`src/rtl/cmat_codebook_mac.sv`:
```
// Streams H*S_q for every codebook matrix S_q, one complex result per KDIM cycles.
// Codebook entries are 3-bit codes in {0, +-x/2, +-j*x/2}, applied by shifts and adds.
module cmat_codebook_mac #(
    parameter int N         = 16,
    parameter int Q         = 8,
    parameter int ROWS      = 4,
    parameter int KDIM      = 4,
    parameter int COLS      = 2,
    parameter int NUM_Q     = 16,
    parameter int ACC_WIDTH = N + 4,
    localparam int QW = (NUM_Q > 1) ? $clog2(NUM_Q) : 1,
    localparam int IW = (ROWS > 1) ? $clog2(ROWS) : 1,
    localparam int JW = (COLS > 1) ? $clog2(COLS) : 1,
    localparam int KW = (KDIM > 1) ? $clog2(KDIM) : 1
) (
    input  logic          clk,
    input  logic          rst_n,
    input  logic          start,
    input  logic          in_valid,
    output logic          in_ready,
    input  logic [N-1:0]  h_in_r,
    input  logic [N-1:0]  h_in_i,
    output logic [QW-1:0] coef_q,
    output logic [KW-1:0] coef_k,
    output logic [JW-1:0] coef_j,
    input  logic [2:0]    coef_code,
    output logic          out_valid,
    input  logic          out_ready,
    output logic [N-1:0]  hq_out_r,
    output logic [N-1:0]  hq_out_i,
    output logic [QW-1:0] out_q,
    output logic [IW-1:0] out_i,
    output logic [JW-1:0] out_j,
    output logic          one_done,
    output logic          all_done
);
    localparam int HSIZE = ROWS * KDIM;
    localparam int LW    = (HSIZE > 1) ? $clog2(HSIZE) : 1;
    localparam logic signed [ACC_WIDTH-1:0] SAT_MAX = {{(ACC_WIDTH-N+1){1'b0}}, {(N-1){1'b1}}};
    localparam logic signed [ACC_WIDTH-1:0] SAT_MIN = {{(ACC_WIDTH-N+1){1'b1}}, {(N-1){1'b0}}};

    generate
        if (ACC_WIDTH < N + $clog2(KDIM) || Q >= N) begin : g_bad_params
            $error("cmat_codebook_mac: ACC_WIDTH too small or Q out of range");
        end
    endgenerate

    typedef enum logic [1:0] {S_IDLE, S_LOAD, S_CALC, S_FINISH} state_t;
    state_t state_reg, state_next;

    logic [LW-1:0] ld_idx_reg;
    logic [QW-1:0] q_reg;
    logic [IW-1:0] i_reg;
    logic [JW-1:0] j_reg;
    logic [KW-1:0] k_reg;
    logic          issue_done_reg;
    logic signed [ACC_WIDTH-1:0] acc_r_reg, acc_i_reg;

    // Completed, saturated result waiting for the output register; lets the
    // next result accumulate while the output is back-pressured.
    logic          pend_valid_reg;
    logic [N-1:0]  pend_r_reg, pend_i_reg;
    logic [QW-1:0] pend_q_reg;
    logic [IW-1:0] pend_row_reg;
    logic [JW-1:0] pend_col_reg;

    logic          out_valid_reg;
    logic [N-1:0]  out_r_reg, out_im_reg;
    logic [QW-1:0] out_q_reg;
    logic [IW-1:0] out_i_reg;
    logic [JW-1:0] out_j_reg;

    logic [N-1:0] h_r_mem [HSIZE];
    logic [N-1:0] h_i_mem [HSIZE];

    logic load_fire, k_last, j_last, i_last, q_last;
    logic out_free, pend_move, issue, pend_load, out_fire;
    logic [LW-1:0] rd_idx;
    logic signed [ACC_WIDTH-1:0] xr_ext, xi_ext, half_r, half_i;
    logic signed [ACC_WIDTH-1:0] term_r, term_i, sum_r, sum_i;

    function automatic logic [N-1:0] saturate(input logic signed [ACC_WIDTH-1:0] v);
        if (v > SAT_MAX)
            saturate = SAT_MAX[N-1:0];
        else if (v < SAT_MIN)
            saturate = SAT_MIN[N-1:0];
        else
            saturate = v[N-1:0];
    endfunction

    assign load_fire = (state_reg == S_LOAD) && in_valid;
    assign in_ready  = (state_reg == S_LOAD);

    always_ff @(posedge clk) begin
        if (load_fire) begin
            h_r_mem[ld_idx_reg] <= h_in_r;
            h_i_mem[ld_idx_reg] <= h_in_i;
        end
    end

    assign rd_idx = LW'(LW'(i_reg) * LW'(KDIM)) + LW'(k_reg);
    assign xr_ext = ACC_WIDTH'($signed(h_r_mem[rd_idx]));
    assign xi_ext = ACC_WIDTH'($signed(h_i_mem[rd_idx]));
    assign half_r = xr_ext >>> 1;
    assign half_i = xi_ext >>> 1;

    // Negative codes negate the already-halved value.
    always_comb begin
        term_r = '0;
        term_i = '0;
        case (coef_code)
            3'd1: begin term_r = half_r;  term_i = half_i;  end
            3'd2: begin term_r = -half_r; term_i = -half_i; end
            3'd3: begin term_r = -half_i; term_i = half_r;  end
            3'd4: begin term_r = half_i;  term_i = -half_r; end
            default: ;
        endcase
    end

    assign sum_r = (k_reg == '0) ? term_r : acc_r_reg + term_r;
    assign sum_i = (k_reg == '0) ? term_i : acc_i_reg + term_i;

    assign k_last    = (k_reg == KW'(KDIM - 1));
    assign j_last    = (j_reg == JW'(COLS - 1));
    assign i_last    = (i_reg == IW'(ROWS - 1));
    assign q_last    = (q_reg == QW'(NUM_Q - 1));
    assign out_free  = !out_valid_reg || out_ready;
    assign pend_move = pend_valid_reg && out_free;
    assign issue     = (state_reg == S_CALC) && !issue_done_reg
                       && !(k_last && pend_valid_reg && !out_free);
    assign pend_load = issue && k_last;
    assign out_fire  = out_valid_reg && out_ready;
    assign one_done  = out_fire && (out_i_reg == IW'(ROWS - 1)) && (out_j_reg == JW'(COLS - 1));
    assign all_done  = one_done && (out_q_reg == QW'(NUM_Q - 1));

    always_comb begin
        state_next = state_reg;
        case (state_reg)
            S_IDLE:   if (start) state_next = S_LOAD;
            S_LOAD:   if (load_fire && ld_idx_reg == LW'(HSIZE - 1)) state_next = S_CALC;
            S_CALC:   if (all_done) state_next = S_FINISH;
            S_FINISH: state_next = S_IDLE;
            default:  state_next = S_IDLE;
        endcase
    end

    always_ff @(posedge clk or negedge rst_n) begin
        if (!rst_n) begin
            state_reg      <= S_IDLE;
            ld_idx_reg     <= '0;
            q_reg          <= '0;
            i_reg          <= '0;
            j_reg          <= '0;
            k_reg          <= '0;
            issue_done_reg <= 1'b0;
            acc_r_reg      <= '0;
            acc_i_reg      <= '0;
            pend_valid_reg <= 1'b0;
            pend_r_reg     <= '0;
            pend_i_reg     <= '0;
            pend_q_reg     <= '0;
            pend_row_reg   <= '0;
            pend_col_reg   <= '0;
            out_valid_reg  <= 1'b0;
            out_r_reg      <= '0;
            out_im_reg     <= '0;
            out_q_reg      <= '0;
            out_i_reg      <= '0;
            out_j_reg      <= '0;
        end else begin
            state_reg <= state_next;
            if (load_fire)
                ld_idx_reg <= (ld_idx_reg == LW'(HSIZE - 1)) ? '0 : ld_idx_reg + LW'(1);
            if (issue) begin
                acc_r_reg <= sum_r;
                acc_i_reg <= sum_i;
                k_reg     <= k_last ? '0 : k_reg + KW'(1);
                if (k_last) begin
                    j_reg <= j_last ? '0 : j_reg + JW'(1);
                    if (j_last) begin
                        i_reg <= i_last ? '0 : i_reg + IW'(1);
                        if (i_last) begin
                            q_reg <= q_last ? '0 : q_reg + QW'(1);
                            if (q_last)
                                issue_done_reg <= 1'b1;
                        end
                    end
                end
            end
            if (state_reg == S_FINISH)
                issue_done_reg <= 1'b0;
            if (pend_load) begin
                pend_valid_reg <= 1'b1;
                pend_r_reg     <= saturate(sum_r);
                pend_i_reg     <= saturate(sum_i);
                pend_q_reg     <= q_reg;
                pend_row_reg   <= i_reg;
                pend_col_reg   <= j_reg;
            end else if (pend_move) begin
                pend_valid_reg <= 1'b0;
            end
            if (out_free) begin
                out_valid_reg <= pend_valid_reg;
                if (pend_valid_reg) begin
                    out_r_reg  <= pend_r_reg;
                    out_im_reg <= pend_i_reg;
                    out_q_reg  <= pend_q_reg;
                    out_i_reg  <= pend_row_reg;
                    out_j_reg  <= pend_col_reg;
                end
            end
        end
    end

    assign coef_q    = q_reg;
    assign coef_k    = k_reg;
    assign coef_j    = j_reg;
    assign out_valid = out_valid_reg;
    assign hq_out_r  = out_r_reg;
    assign hq_out_i  = out_im_reg;
    assign out_q     = out_q_reg;
    assign out_i     = out_i_reg;
    assign out_j     = out_j_reg;
endmodule

```
`config.mk`:
```
export PLATFORM = sky130hd
export DESIGN_NAME = cmat_codebook_mac
export DESIGN_NICKNAME = d
export VERILOG_FILES = /design/src/rtl/cmat_codebook_mac.sv
export SDC_FILE = /design/constraint.sdc
export NUM_CORES = 1
export LEC_CHECK = 0
export ABC_AREA = 1
export ABC_CLOCK_PERIOD_IN_PS = 6050
export BUFFER_PORTS_ARGS = -buffer_cell sky130_fd_sc_hd__buf_2
export CORE_MARGIN = 2
export CORE_UTILIZATION = 35
export CTS_BUF_LIST = sky130_fd_sc_hd__clkbuf_2
export DETAILED_ROUTE_END_ITERATION = 10
export PLACE_DENSITY_LB_ADDON = 0.3
export REMOVE_ABC_BUFFERS = 1
export SYNTH_ARGS = -nofsm -noshare
export SYNTH_HDL_FRONTEND = slang
export SYNTH_SLANG_ARGS = --single-unit
```
`constraint.sdc`:
```
create_clock -name clk -period 6.05 [get_ports clk]
set_input_delay 1.21 -clock clk [delete_from_list [all_inputs] [get_ports clk]]
set_output_delay 1.21 -clock clk [all_outputs]
set_load 0.03 [all_outputs]
```
==> results of run 1 <==
[synthesized netlist by cell type, types with 3 or more instances]
library cell    n
xnor2_1        17
nand2_2        22
o21ai_0       134
nor4_1          6
a21boi_2       10
ha_1           52
clkbuf_1       42
inv_2          13
o211ai_1       26
nor2_1        233
inv_1         255
nand3b_1        7
or2_2           7
buf_6          22
a22oi_1         3
o21ai_1        36
a21o_1          4
nand2_1       979
xor2_1         22
a211oi_1        4
o2111ai_1       3
buf_1          17
dfrtp_1       136
nor2_2         16
nor3_1         11
nand4_1        24
a21oi_2        10
buf_2          52
nand3_2         8
buf_4           7
a31oi_1        16
a21boi_0        4
a21oi_1        74
edfxtp_1      480
nand3_1       273
a22o_1          7
[placed cells by master, fill, tap and decap left out, types with 4 or more instances in the layout]
| master | n |
|---|---|
| a211oi_1 | 4 |
| a21boi_0 | 4 |
| a21boi_2 | 10 |
| a21o_1 | 4 |
| a21oi_1 | 74 |
| a21oi_2 | 10 |
| a22o_1 | 7 |
| a31oi_1 | 15 |
| buf_12 | 14 |
| buf_2 | 86 |
| buf_4 | 50 |
| clkbuf_2 | 232 |
| clkinv_1 | 20 |
| clkinv_2 | 5 |
| dfrtp_1 | 133 |
| diode_2 | 6 |
| dlygate4sd3_1 | 11 |
| edfxtp_1 | 480 |
| ha_1 | 52 |
| inv_1 | 255 |
| inv_2 | 13 |
| inv_6 | 6 |
| nand2_1 | 978 |
| nand2_2 | 23 |
| nand3_1 | 273 |
| nand3_2 | 8 |
| nand3b_1 | 7 |
| nand4_1 | 24 |
| nor2_1 | 216 |
| nor2_2 | 17 |
| nor2_4 | 17 |
| nor3_1 | 8 |
| nor4_1 | 5 |
| o211ai_1 | 26 |
| o21ai_0 | 134 |
| o21ai_1 | 36 |
| or2_2 | 7 |
| xnor2_1 | 17 |
| xor2_1 | 22 |
[metal layers]
metal | share of wire [%] | GRT usage [%]
met4 | 1.9 | 6.222
met2 | 47 | 29.52
met1 | 46 | 24.80
met3 | 5.0 | 3.708
met5 | 0.046 | 0
[cell type report]
type	count	area [um2]
diodes	6	15.01
clock buffers	232	1161
clock inverters	38	261.5
fillers	8344	50560
inverters	270	1021
multi-input cells	2028	9889
flip-flops and latches	616	17830
well taps	1080	1351
repair buffers	162	1207
[worst max path at each step]
stage	startpoint	to	slack, ns	depth (start not counted)
after CTS	coef_k[0]	pend_i_reg[0]	0.58	31
after global routing	coef_k[0]	pend_r_reg[2]	0.02	30
after global placement	coef_k[1]	pend_r_reg[4]	0.69	27
final	coef_k[0]	pend_i_reg[3]	0.54	25
after floorplan	coef_k[0]	pend_i_reg[0]	-5.89	27
after detailed placement	coef_k[0]	pend_i_reg[3]	0.65	31
[cells by family after synthesis]
kind of cell	Yosys count
simple gates	1592
flops	616
buf+inv	411
compound gates	340
fa+ha+maj	54
xor+xnor	41
mux	1
[repair_timing]
item                                   CTS  global route
setup endpoints to repair                0             1
setup buffers                            0             0
hold buffers                            11             0
endpoints found under the hold margin  114             0
gates resized for setup                  0             1
[per-stage QoR]
step	instances	power, uW	hold WS, ns	area [um2]
after floorplan	2914	11070	0.4553	28560
after global placement	4145	13560	0.4602	31180
after detailed placement	4145	13650	0.4680	31180
after CTS	4426	16610	0.002879	32710
after global routing	4432	17820	0.04842	32730
final	4432	16450	0.1765	32730
[power breakdown]
part / internal (uW) / switching, uW / leakage (uW)
sequential: 5060 / 226 / 0.00599
clock: 1130 / 1760 / 0.00109
combinational: 2510 / 5770 / 0.00694
total: 8700 / 7750 / 0.0140
==> results_dict.tcl, run 1 <==
set metrics [dict create \
    synth.top_cells.by_area "edfxtp_1 49%, nand2_1 13%, dfrtp_1 12%, nand3_1 4.7%, inv_1 3.3%" \
    synth_compound_area_share_pct 6.828 \
    cp-end-kind "flop" \
    synth_flop_cell "edfxtp_1" \
    crit_buf_inv 3 \
    ys_types 52 \
    post_drt_wl_per_cell_um 17.63 \
    overflow 0 \
    slowest_delay_ns 0.49 \
    cts.htree.levels 4 \
    area_growth_pct 11.50 \
    syn_area_mm2 0.02936 \
    rows 106 \
    worstHoldStart "h_in_r[11]" \
    ff2ff_setup_slack_ns 0.54 \
    power_leakage_uw 0.01402 \
    root_buffer "clkbuf_2" \
    drive_gt1_share_pct 15.69 \
    r2r_cells 25 \
    crit_type "flop to flop" \
    min_to "h_r_mem[9][11]" \
    drt-total-wl_mm 78.13 \
    grt.total_usage_pct 18.37 \
    crit_required_ns 7.31 \
    reg_top3 "h_i_mem x240, h_r_mem x240" \
    vias 21420 \
    cp.arrival_ns 6.77 \
    min_path_type "input port to flop" \
    slew_viol_final 0 \
    worstPathMaxFanout 79 \
    period_share_pct 91.02 \
    vias_per_cell 4.832 \
    insertion_delay_ns 1.42 \
    drcViolationCount 0 \
    hpwlAfterDp_mm 46.53 \
    skew_ns 0.1296 \
    hold_viol 0 \
    grt_pass1_vias 20540 \
    dp_slack_ns 0.6457 \
    drt_iter0_drc 1755 \
    die_x_um 293.6 \
    drtAntennaViolNets 0 \
    ys_warn_count 0 \
    critPathTopFamily "simple AND/OR/NAND/NOR gates" \
    yosys.area_share.xor_xnor_pct 1.274 \
    die_area_mm2 0.08621 \
    rsz0062_at_grt "no" \
    cts.clk_slew.worst_paths_ns 0.10 \
    r2r-end "pend_i_reg[3]" \
    tightestPinTransition_ns 1.072 \
    power.density_mw_per_mm2 502.7 \
    slew_headroom_pct 28.39 \
    synth-async-reset-ratio_pct 22.08 \
    cts-buffers-inserted 161 \
    finalSetupTns_ns 0 \
    ios 90 \
    gp_congestion 0.8899 \
    start_kind "flop" \
    postLayoutSetupSlackWorst_ns 0.5436 \
    path_common_cell "nand3_1" \
    cts_tree "built" \
    synth_top_family_by_area "simple AND/OR/NAND/NOR gates" \
    status "completed" \
    grt_pass1_wl_mm 120.4 \
    min_period_ns 5.506 \
    ir_worst_vdd_mv 0.2627 \
    core_area_mm2 0.08329 \
    synth_edf_count 480 \
    synthSimpleGateAreaFrac_pct 22.65 \
    maxCapViolCount 0 \
    muxShareOfSynthArea_pct 0.03836 \
    hold_depth 1 \
    first_pass_iters 6 \
    cts_buffer_depth 3 \
    rr_startpoint "coef_k[0]" \
    grt_start_max_net_pins 117 \
    portBuffers 87 \
    postLayoutCoreUtil_pct 39.30 \
    synth_top_area_share_pct 49.10 \
    syn_area_per_cell_um2 9.609 \
    synth-seq-cells 616 \
    fmax_ghz 0.1816 \
    start_util_pct 35.25 \
    nNetsFinal 3333 \
    antenna_found_initial 8 \
    synth_fa_ha_area_share_pct 2.353 \
    synth_area_leader_cell "edfxtp_1" \
    die_h_um 293.6 \
    netlist_instances 3055 \
    cts_sinks 616 \
    cp_slowest_cell "dfrtp_4" \
    setup_viol 0 \
    ys_seq_area_share_pct 60.69 \
]
No activity file was read; power rests on OpenSTA's default activity.
==> inputs of run 2 (changes only) <==
--- a/config.mk
+++ b/config.mk
@@ -10,7 +10,6 @@
 export BUFFER_PORTS_ARGS = -buffer_cell sky130_fd_sc_hd__buf_2
 export CORE_MARGIN = 2
 export CORE_UTILIZATION = 35
-export CTS_BUF_LIST = sky130_fd_sc_hd__clkbuf_2
 export DETAILED_ROUTE_END_ITERATION = 10
 export PLACE_DENSITY_LB_ADDON = 0.3
 export REMOVE_ABC_BUFFERS = 1
==> run 2 against run 1 <==
Wire length decreased by 1.5%. Worst setup slack improved by 0.043 ns. Clock skew decreased by 0.11 ns. Count of clock-buffer cells in the layout decreased by 147. Largest cell class unchanged. Largest power group unchanged. Highest routed layer unchanged.
==> results_dict.tcl, run 2 (synthesis results as in run 1) <==
set metrics [dict create \
    p_comb_share_pct 46.7 \
    maxCapViolCount 0 \
    start_kind "flop" \
    postLayoutCoreUtil_pct 40.11 \
    swShare_pct 43.71 \
    min_path_type "flop to flop" \
    postPlaceCellArea_mm2 0.03118 \
    finalInstanceArea_mm2 0.03341 \
    power_frac_seq_pct 29.9 \
    cts.clk_slew.worst_paths_ns 0.06 \
    setup_viol 0 \
    root_buffer "clkbuf_16" \
    grt_pass1_wl_mm 118.6 \
    cts_hold_buf 0 \
    power_leakage_uw 0.01395 \
    power_frac_clock_pct 23.4 \
    core_area_mm2 0.08329 \
    cts_tree "built" \
    vias 20850 \
    cts-buffers-inserted 69 \
    nNetsFinal 3230 \
    worstPathMaxFanout 37 \
    worstHoldStart "hq_out_i[3]" \
    cts_sinks 616 \
    crit_required_ns 6.55 \
    drt-total-wl_mm 76.99 \
    cp_slowest_cell "dfrtp_4" \
    die_x_um 293.6 \
    hold_viol 0 \
    drt_iter0_drc 1719 \
    post_cts_buffers 0 \
    r2r_cells 27 \
    first_pass_iters 7 \
    fmax_ghz 0.1830 \
    grt_pass1_vias 19750 \
    rows 106 \
    diodes 0 \
    hpwlAfterDp_mm 46.53 \
    internal_power_uw 9947 \
    start_util_pct 35.25 \
    layout_commonest_cell "nand2_1" \
    critPathLaunch "coef_k[1]" \
    ir_worst_vdd_mv 0.2638 \
    drive_gt1_share_pct 11.63 \
    power.switching_uw 7724 \
    cp-end-kind "flop" \
    vias_per_cell 4.884 \
    power.density_mw_per_mm2 529.0 \
    path_common_cell "nand2_1" \
    die_h_um 293.6 \
    insertion_delay_ns 0.62 \
    cts_buffer_depth 3 \
    overflow 0 \
    slowest_delay_ns 0.50 \
    layout_common_cells "978 x nand2_1, 480 x edfxtp_1, 273 x nand3_1" \
    skew_ns 0.02083 \
    antenna_found_initial 8 \
    tightestPinTransition_ns 1.035 \
    area_growth_pct 13.80 \
    drcViolationCount 0 \
    portBuffers 87 \
    min_period_ns 5.463 \
    final_cells 4269 \
    period_share_pct 90.30 \
    slew_viol_final 0 \
    hold_depth 2 \
    cp.arrival_ns 5.96 \
    slew_headroom_pct 30.82 \
    reg_top3 "h_i_mem x240, h_r_mem x240" \
    ios 90 \
    post_drt_wl_per_cell_um 18.03 \
    whs_ns 0.4768 \
    die_area_mm2 0.08621 \
    cts_resized 0 \
    rr_startpoint "coef_k[1]" \
    grt.total_usage_pct 18.02 \
    cts.htree.levels 3 \
    dp_cells 4145 \
    crit_type "flop to flop" \
    status "completed" \
    grt_start_max_net_pins 117 \
    drtAntennaViolNets 0 \
    gp_congestion 0.8899 \
    rsz0062_at_grt "no" \
]
## run 2: cell types whose count changed in the layout (fill, tap and decap cells not counted), moves of 3 or more
cell	previous run	this run
inv_8	3	0
diode_2	6	0
clkbuf_1	0	12
clkinvlp_4	2	6
clkinv_1	20	15
clkbuf_16	0	71
clkbuf_2	232	0
dlygate4sd3_1	11	0
## run 2: routing by layer
metal  share of wire, %  wire, um  track usage [%]  vias to the layer above
met2                 46     35660            29.16                      495
met5              0.047        36                0                        -
li1                   -         -                -                    10350
met3                5.5      4201            3.202                      125
met1                 45     35000            24.73                     9869
met4                2.7      2085            5.388                        6
## run 2: final timing paths
kind	slack, ns	end
max	0.59	pend_r_reg[4]
min	0.48	hq_out_i[3]
max reg2reg	0.59	pend_r_reg[4]
min reg2reg	0.48	hq_out_i[3]
max in group asynchronous	4.38	coef_k[0]
min in group asynchronous	0.52	hq_out_i[10]
## run 2: stage by stage
stage | worst slack (ns) | total power [uW] | TNS, ns
global placement | 0.6890 | 13560 | 0
floorplan | -5.886 | 11070 | -411.98
global route | 0.03642 | 19000 | 0
CTS | 0.6125 | 17820 | 0
detailed placement | 0.6457 | 13650 | 0
finish | 0.5869 | 17670 | 0
## run 2: cell type report
class | instances | area (um2)
repair buffers | 151 | 1097
well taps | 1080 | 1351
clock inverters | 39 | 379.1
fillers | 8158 | 49880
multi-input cells | 2028 | 9883
inverters | 270 | 1021
flip-flops and latches | 616 | 17830
clock buffers | 85 | 1849
## run 2: critical path, delay by kind of cell (launching register included)
family,cells,cell delay [ns]
compound gates,8,1.31
flops,1,0.50
xor+xnor,1,0.24
buf+inv,5,1.12
fa+ha+maj,1,0.43
simple gates,12,1.69
## run 2: power groups by stage
stage	Sequential, uW	Combinational [uW]	Clock, uW
after global routing	5340	9270	4390
final	5290	8250	4130
after floorplan	5810	5260	0
after global placement	5370	8190	0
after detailed placement	5380	8270	0
after CTS	5300	8300	4220
